[config.mk]
export PLATFORM = sky130hd
export DESIGN_NAME = apb_master_bridge
export DESIGN_NICKNAME = d
export VERILOG_FILES = /design/src/rtl/apb_pkg.sv /design/src/rtl/apb_wait_timer.sv /design/src/rtl/apb_master_bridge.sv
export SDC_FILE = /design/constraint.sdc
export NUM_CORES = 1
export LEC_CHECK = 0
export BUFFER_PORTS_ARGS = -buffer_cell sky130_fd_sc_hd__clkbuf_2
export CORE_MARGIN = 2
export CORE_UTILIZATION = 37
export CTS_BUF_LIST = sky130_fd_sc_hd__clkbuf_4
export CTS_CLUSTER_SIZE = 40
export DETAILED_ROUTE_END_ITERATION = 12
export GPL_ROUTABILITY_DRIVEN = 0
export PLACE_DENSITY = 0.66
export SYNTH_ARGS = -nofsm -noshare
export SYNTH_HDL_FRONTEND = slang
export SYNTH_SLANG_ARGS = --single-unit
[constraint.sdc]
create_clock -name PCLK -period 9.1 [get_ports PCLK]
set_input_delay 0.91 -clock PCLK [delete_from_list [all_inputs] [get_ports PCLK]]
set_output_delay 0.91 -clock PCLK [all_outputs]
set_load 0.01 [all_outputs]
[src/rtl/apb_pkg.sv]
// Shared types and constants for the APB master bridge: FSM states, default
// widths and the sizing rule for the wait-state counter.
package apb_pkg;

  typedef enum logic [1:0] {
    IDLE   = 2'd0,
    SETUP  = 2'd1,
    ACCESS = 2'd2
  } apb_state_e;

  localparam int unsigned APB_DATA_WIDTH = 32;
  localparam int unsigned APB_ADDR_WIDTH = 32;

  // Counter must hold 0..timeout; never narrower than one bit.
  function automatic int unsigned tmo_cnt_width(input int unsigned timeout_cycles);
    int unsigned w;
    w = $clog2(timeout_cycles + 1);
    if (w < 1) w = 1;
    return w;
  endfunction

endpackage

[src/rtl/apb_wait_timer.sv]
// Counts PREADY-low ACCESS cycles and flags when the wait-state limit is
// reached. A limit of zero never expires.
module apb_wait_timer #(
  parameter int unsigned TIMEOUT_CYCLES = 16,
  parameter int unsigned CW             = 5
) (
  input  logic clk_i,
  input  logic rst_i,
  input  logic clr_i,
  input  logic en_i,
  output logic expired_o
);

  localparam logic [CW-1:0] TMO_LIM = CW'(TIMEOUT_CYCLES);

  logic [CW-1:0] cnt_q;

  always_ff @(posedge clk_i or posedge rst_i) begin
    if (rst_i) begin
      cnt_q <= '0;
    end else if (clr_i) begin
      cnt_q <= '0;
    end else if (en_i && !expired_o) begin
      cnt_q <= cnt_q + 1'b1;
    end
  end

  assign expired_o = (TIMEOUT_CYCLES != 0) && (cnt_q == TMO_LIM);

endmodule

[src/rtl/apb_master_bridge.sv]
// Valid/ready request/response to APB3 master bridge with back-to-back
// transfers and a wait-state timeout that aborts stuck ACCESS phases.
module apb_master_bridge
  import apb_pkg::*;
#(
  parameter int unsigned DATA_WIDTH     = APB_DATA_WIDTH,
  parameter int unsigned ADDR_WIDTH     = APB_ADDR_WIDTH,
  parameter int unsigned TIMEOUT_CYCLES = 16
) (
  input  logic                  PCLK,
  input  logic                  PRESET,
  input  logic                  req_valid,
  output logic                  req_ready,
  input  logic                  req_write,
  input  logic [ADDR_WIDTH-1:0] req_addr,
  input  logic [DATA_WIDTH-1:0] req_wdata,
  output logic                  rsp_valid,
  input  logic                  rsp_ready,
  output logic [DATA_WIDTH-1:0] rsp_rdata,
  output logic                  rsp_slverr,
  output logic                  rsp_timeout,
  output logic                  PSELx,
  output logic                  PENABLE,
  output logic                  PWRITE,
  output logic [ADDR_WIDTH-1:0] PADDR,
  output logic [DATA_WIDTH-1:0] PWDATA,
  input  logic                  PREADY,
  input  logic                  PSLVERR,
  input  logic [DATA_WIDTH-1:0] PRDATA
);

  localparam int unsigned CW = tmo_cnt_width(TIMEOUT_CYCLES);

  apb_state_e            state_q;
  logic                  psel_q, penable_q, pwrite_q;
  logic [ADDR_WIDTH-1:0] paddr_q;
  logic [DATA_WIDTH-1:0] pwdata_q;
  logic                  rsp_valid_q, rsp_slverr_q, rsp_timeout_q;
  logic [DATA_WIDTH-1:0] rsp_rdata_q;

  logic hs;
  logic tmo_expired;
  logic tmo_fire;

  // A pending response blocks acceptance unless it is drained this cycle.
  assign req_ready = !PRESET
                   && (state_q == IDLE || (state_q == ACCESS && PREADY))
                   && (!rsp_valid_q || rsp_ready);
  assign hs        = req_valid && req_ready;
  assign tmo_fire  = (state_q == ACCESS) && !PREADY && tmo_expired;

  apb_wait_timer #(
    .TIMEOUT_CYCLES(TIMEOUT_CYCLES),
    .CW            (CW)
  ) u_wait_timer (
    .clk_i    (PCLK),
    .rst_i    (PRESET),
    .clr_i    (state_q == SETUP),
    .en_i     ((state_q == ACCESS) && !PREADY),
    .expired_o(tmo_expired)
  );

  always_ff @(posedge PCLK or posedge PRESET) begin
    if (PRESET) begin
      state_q       <= IDLE;
      psel_q        <= 1'b0;
      penable_q     <= 1'b0;
      pwrite_q      <= 1'b0;
      paddr_q       <= '0;
      pwdata_q      <= '0;
      rsp_valid_q   <= 1'b0;
      rsp_rdata_q   <= '0;
      rsp_slverr_q  <= 1'b0;
      rsp_timeout_q <= 1'b0;
    end else begin
      if (rsp_valid_q && rsp_ready) rsp_valid_q <= 1'b0;
      if (hs) begin
        paddr_q  <= req_addr;
        pwrite_q <= req_write;
        pwdata_q <= req_write ? req_wdata : '0;
      end
      case (state_q)
        IDLE: begin
          if (hs) begin
            state_q   <= SETUP;
            psel_q    <= 1'b1;
            penable_q <= 1'b0;
          end
        end
        SETUP: begin
          state_q   <= ACCESS;
          penable_q <= 1'b1;
        end
        ACCESS: begin
          if (PREADY) begin
            rsp_valid_q   <= 1'b1;
            rsp_rdata_q   <= pwrite_q ? '0 : PRDATA;
            rsp_slverr_q  <= PSLVERR;
            rsp_timeout_q <= 1'b0;
            penable_q     <= 1'b0;
            if (hs) begin
              state_q <= SETUP;
            end else begin
              state_q <= IDLE;
              psel_q  <= 1'b0;
            end
          end else if (tmo_fire) begin
            rsp_valid_q   <= 1'b1;
            rsp_rdata_q   <= '0;
            rsp_slverr_q  <= 1'b1;
            rsp_timeout_q <= 1'b1;
            state_q       <= IDLE;
            psel_q        <= 1'b0;
            penable_q     <= 1'b0;
          end
        end
        default: begin
          state_q   <= IDLE;
          psel_q    <= 1'b0;
          penable_q <= 1'b0;
        end
      endcase
    end
  end

  assign PSELx       = psel_q;
  assign PENABLE     = penable_q;
  assign PWRITE      = pwrite_q;
  assign PADDR       = paddr_q;
  assign PWDATA      = pwdata_q;
  assign rsp_valid   = rsp_valid_q;
  assign rsp_rdata   = rsp_rdata_q;
  assign rsp_slverr  = rsp_slverr_q;
  assign rsp_timeout = rsp_timeout_q;

endmodule
* After elaboration in Yosys (flattened, before gate mapping)
Cells that the tools add are included.
** Storage, ports and cells
- Output and inout bits :: 103
- Word-level logic and storage cells :: 65
- Register bits :: 109
** Cells by class
- Equality and inequality tests :: 6
- Reduce and logical (&&, ||, !) cells :: 20
- Add/subtract/negate cells :: 1
- Muxes and demuxes :: 26
- Bitwise operators :: 1
** Operators with widths (count)
- 32-bit two-way mux :: 4
- 1-bit two-way mux :: 14
- 5-bit two-way mux :: 2
- 1-bit logical AND :: 8
- 2-bit two-way mux :: 3
- 3-bit != test, second input constant :: 2
- 1-bit case mux with 3 select lines :: 2
- 2-bit case mux with 3 select lines :: 1
- 5-bit by 1-bit adder with 5-bit output, second input constant :: 1
- 5-bit == test, second input constant :: 1
- 1-bit logical NOT :: 4
- 2-bit AND reduction :: 2
- 4-bit AND reduction :: 1
- 2-bit nonzero test :: 2
- 2-bit by 1-bit == test with 1-bit output, second input constant :: 1
- 2-bit == test, second input constant :: 1
- 2-bit logical NOT :: 1
- 1-bit logical OR :: 2
- 2-bit != test, second input constant :: 1
- 1-bit inverter :: 1

* Longest topological paths before layout
- Word-level depth :: 9
- Gate-level depth with buffers :: 7

* Modules after synthesis
A second synthesis with hierarchy kept.
** Second synthesis, totals
- Cell total of the unflattened synthesis :: 335
- Area, all modules :: 4362.9 um^2
** By module, submodules not included
- apb_master_bridge :: times used 1, sequential area each 2577.5 um^2, cells an instance 307, area an instance 4078.9 um^2
- apb_wait_timer :: times used 1, sequential area each 125.1 um^2, cells an instance 28, area an instance 284.0 um^2

* Worst setup path after synthesis
OpenSTA, ideal clock, no wires.
- Path kind :: input to output
- From :: input rsp_ready
- To :: output req_ready
- Arrival :: 1387 ps
- Buffers on the path :: 0
- Slack :: 6803 ps
- Cell stages on the path :: 2
- Required time :: 8190 ps
- Cells stage by stage :: nor2b_1 -> nor4_1
** On the way
- Longest elaborated chain between the ends :: 2
** Ends and longest elaborated chain
- start: declaration :: line apb_master_bridge.sv:18 : input logic rsp_ready,
- 1-bit logical OR :: line apb_master_bridge.sv:48 : && (!rsp_valid_q || rsp_ready);
- 1-bit logical AND :: line apb_master_bridge.sv:48
- end: declaration :: line apb_master_bridge.sv:13 : output logic req_ready,
No other way between the ends.

* Final worst setup path
- From :: input PREADY
- To :: output req_ready
** On the way
- Longest elaborated chain between the ends :: 4
** Ends and longest elaborated chain
- start: declaration :: line apb_master_bridge.sv:27 : input logic PREADY,
- 1-bit logical AND :: line apb_master_bridge.sv:47 : && (state_q == IDLE || (state_q == ACCESS && PREADY))
- 1-bit logical OR :: line apb_master_bridge.sv:47
- 1-bit logical AND :: line apb_master_bridge.sv:47
- 1-bit logical AND :: line apb_master_bridge.sv:48
No other way between the ends.

==> impl_metrics.json <==
{
  "outcome": "completed",
  "worst_ir_drop_vdd_uv": 125,
  "netlist_area_um2": 4180,
  "path_class": "primary input to primary output",
  "grt_usage_pct": 16.2,
  "cp_cell_sequence": "clkbuf_2 > nor2b_1 > nor4_1 > clkbuf_2",
  "hold_end": "PADDR[11]$_DFFE_PP0P_",
  "timing.rr.start": "state_q[0]$_DFFE_PP0P_",
  "clk_pin_slew_ns": 0.15,
  "worst_path_max_delay_cell": "nor2b_1",
  "worstMarginPinSlew_ns": 1.29,
  "antenna_left": 0,
  "timing.rr.end": "rsp_rdata[15]$_DFFE_PP0P_",
  "drive_above_1_share_pct": 42.1,
  "setup_viol": 0,
  "rsz0062_at_grt": "false",
  "clkPwrFrac_pct": 20.0,
  "p_leak_nw": 2.85,
  "grt_max_degree": 101,
  "numCtsBuffers": 9,
  "core_um2": 10900,
  "post_cts_resized": 0,
  "clock-sinks": 108,
  "fmax_mhz": 403,
  "crit_top_cell": "clkbuf_2",
  "cp-start-kind": "primary input",
  "cts_tree": "done",
  "root_buffer": "clkbuf_4",
  "initial_core_util_pct": 38.2,
  "slew_viol_final": 0,
  "overflow": 0,
  "syn_to_final_growth_pct": 31.4,
  "hold_depth": 1,
  "cts_hold_repair.buffers": 0,
  "htreeDepth": 3,
  "postCtsSetupBuffers": 0,
  "grt_pass1_wl_um": 15200,
  "hold_violations": 0,
  "p_sw_share_pct": 32.3,
  "synth_seq_cells": 108,
  "internal_power_mw": 0.917,
  "setup.worst_path.end_class": "primary output",
  "synthesis.nets": 444,
  "drcViolationCount": 0,
  "rows": 38,
  "dieArea_um2": 12200,
  "fin_crit_ns": 2.48,
  "reg2reg_depth": 4,
  "r2r_slack_ns": 6.82,
  "nets": 642,
  "drt-vias-per-instance": 4.79,
  "syn_area_per_cell_um2": 12.3,
  "slew-limit-headroom_pct": 14.1,
  "seq_area_frac_synth_pct": 64.7,
  "seqPwrFrac_pct": 50.9,
  "syn-instance-count": 339,
  "wl_per_cell_um": 14.1,
  "tns_ns": 0,
  "n_fill_cell": 1027,
  "min-delay-start": "PADDR[11]$_DFFE_PP0P_",
  "worstPathRequired_ns": 8.19,
  "design_area_um2": 5490,
  "cp_max_fo": 7,
  "critPathArrivalTime_ns": 1.57,
  "io_buffers": 205,
  "die_width_um": 110,
  "power-per-cell-area_nw_per_um2": 247,
  "worst_skew_pair.late_latency_ns": 0.46,
  "power.switching_mw": 0.437,
  "maxCapViolations": 0,
  "drt_first_pass_iters": 4,
  "holdCritPathClass": "flip-flop to flip-flop",
  "io_pins": 206,
  "clockBufferDepth": 2,
  "finalCritPeriodShare_pct": 27.3,
  "fin_skew_ns": 0.0151,
  "routed_wl_um": 9650,
  "antenna_found_initial": 0,
  "insertedDiodeCount": 0,
  "grt_pass1_vias": 3318,
  "placed_area_um2": 5320,
  "p_comb_share_pct": 29.1,
  "vias": 3270,
  "path_buf_inv": 2,
  "yosys_warnings": 0,
  "critical_path.max_stage_delay_ns": 0.27,
  "die_y_um": 110,
  "synth_cell_types": 26,
  "dp.final_hpwl_um": 6900,
  "crit_family": "simple AND/OR/NAND/NOR gates",
  "drt_iter0_markers": 124
}
==> per-stage QoR <==
step                instances  power (mW)  setup WS (ns)  utilization [%]  hold slack [ns]
global placement          666        1.09           6.36             48.7            0.466
CTS                       682        1.38           6.62             50.2            0.509
detailed placement        666        1.10           6.28             48.7            0.475
floorplan                 339       0.901           5.34                -            0.515
finish                    682        1.35           6.62             50.2            0.503
global route              682        1.45           6.52             50.2            0.525
==> sequential cells by signal, indices dropped and copies added (netlist names) <==
register	flops
PADDR	32
rsp_timeout	1
PSELx	1
PWRITE	1
u_wait_timer.cnt_q	5
rsp_valid	1
rsp_rdata	32
rsp_slverr	1
PWDATA	32
state_q	2
==> metal layers <==
layer / GRT usage, % / share of wire [%] / routed length (µm) / vias to the layer above
met2: 27.9 / 50 / 4790 / 130
met1: 19.2 / 41 / 3950 / 1565
met4: 5.54 / 1.5 / 146 / 0
met3: 5.11 / 7.8 / 755 / 12
li1: - / - / - / 1563
met5: 0 / 0 / 0 / -
==> worst reg2reg max path, delay by kind of cell, from the launching register on <==
kind / cells / cell delay [ns]
AOI/OAI and AO/OA: 1 / 0.27
DFF: 1 / 0.54
and+or+nand+nor: 3 / 1.42
==> synth_stat cells <==
| cell type | count | area share [%] |
|---|---|---|
| dfrtp_1 | 108 | 65 |
| inv_1 | 38 | 3.4 |
| nand3_1 | 34 | 4.1 |
| mux2_1 | 33 | 8.9 |
| a22o_1 | 32 | 6.7 |
| o21ai_0 | 26 | 3.1 |
| clkbuf_1 | 16 | 1.4 |
| o21ai_1 | 10 | 1.2 |
| a21oi_1 | 5 | 0.60 |
| buf_2 | 5 | 0.60 |
| nand2_1 | 5 | 0.45 |
| nor2_1 | 5 | 0.45 |
| nor2b_1 | 5 | 0.75 |
| ha_1 | 2 | 0.60 |
| nand2b_1 | 2 | 0.30 |
| nor3_1 | 2 | 0.24 |
| xor2_1 | 2 | 0.42 |
| a31oi_1 | 1 | 0.15 |
| nand3b_1 | 1 | 0.18 |
| nand4_1 | 1 | 0.15 |
| nand4b_1 | 1 | 0.21 |
| nand4bb_1 | 1 | 0.27 |
| nor3b_1 | 1 | 0.18 |
| nor4_1 | 1 | 0.15 |
| nor4_4 | 1 | 0.51 |
| xnor2_1 | 1 | 0.21 |
==> cells by family (layout without fill, tap and decap cells) <==
logic type	after synthesis	count (layout)	synth area share, %
buf+inv	59	262	5.45
compound gates	74	74	11.8
fa+ha+maj	2	2	0.599
simple gates	60	60	7.91
flops	108	108	64.7
xor+xnor	3	3	0.629
mux	33	33	8.90
==> power groups by stage <==
stage	Combinational, mW	Sequential (mW)	Clock, mW
final	0.395	0.689	0.270
after global routing	0.439	0.709	0.303
after global placement	0.393	0.693	0
after detailed placement	0.405	0.698	0
after CTS	0.404	0.690	0.284
after floorplan	0.148	0.753	0
==> cells in the final DEF (no fill, tap or decap), drive strengths merged, types with 3 or more instances in the layout <==
master / count
buf: 3
inv: 38
a21oi: 5
o21ai: 36
clkbuf: 215
nand2: 5
a22o: 32
nand3: 34
nor2: 5
nor2b: 5
dfrtp: 108
mux2: 33
==> layout make-up <==
type	count	area, µm²	share of cell area [%]
Clock buffer	10	75.1	1.37
Clock inverter	6	88.8	1.62
Inverter	38	145	2.65
Multi-Input combinational cell	172	1250	22.8
Sequential cell	108	2700	49.3
Tap cell	140	175	3.19
Timing Repair Buffer	208	1050	19.1
==> worst max path at each step <==
stage / from / end / slack [ns] / depth (start not counted)
3_3_place_gp: PRESET / PADDR[1]$_DFFE_PP0P_ / 6.36 / 5
2_1_floorplan: PRESET / PADDR[0]$_DFFE_PP0P_ / 5.34 / 1
4_1_cts: state_q[1]$_DFFE_PP0P_ / req_ready / 6.62 / 3
6_report: PREADY / req_ready / 6.62 / 4
5_1_grt: state_q[1]$_DFFE_PP0P_ / req_ready / 6.52 / 3
3_5_place_dp: PRESET / PADDR[1]$_DFFE_PP0P_ / 6.28 / 5
Power figures use the tool's default switching activity.
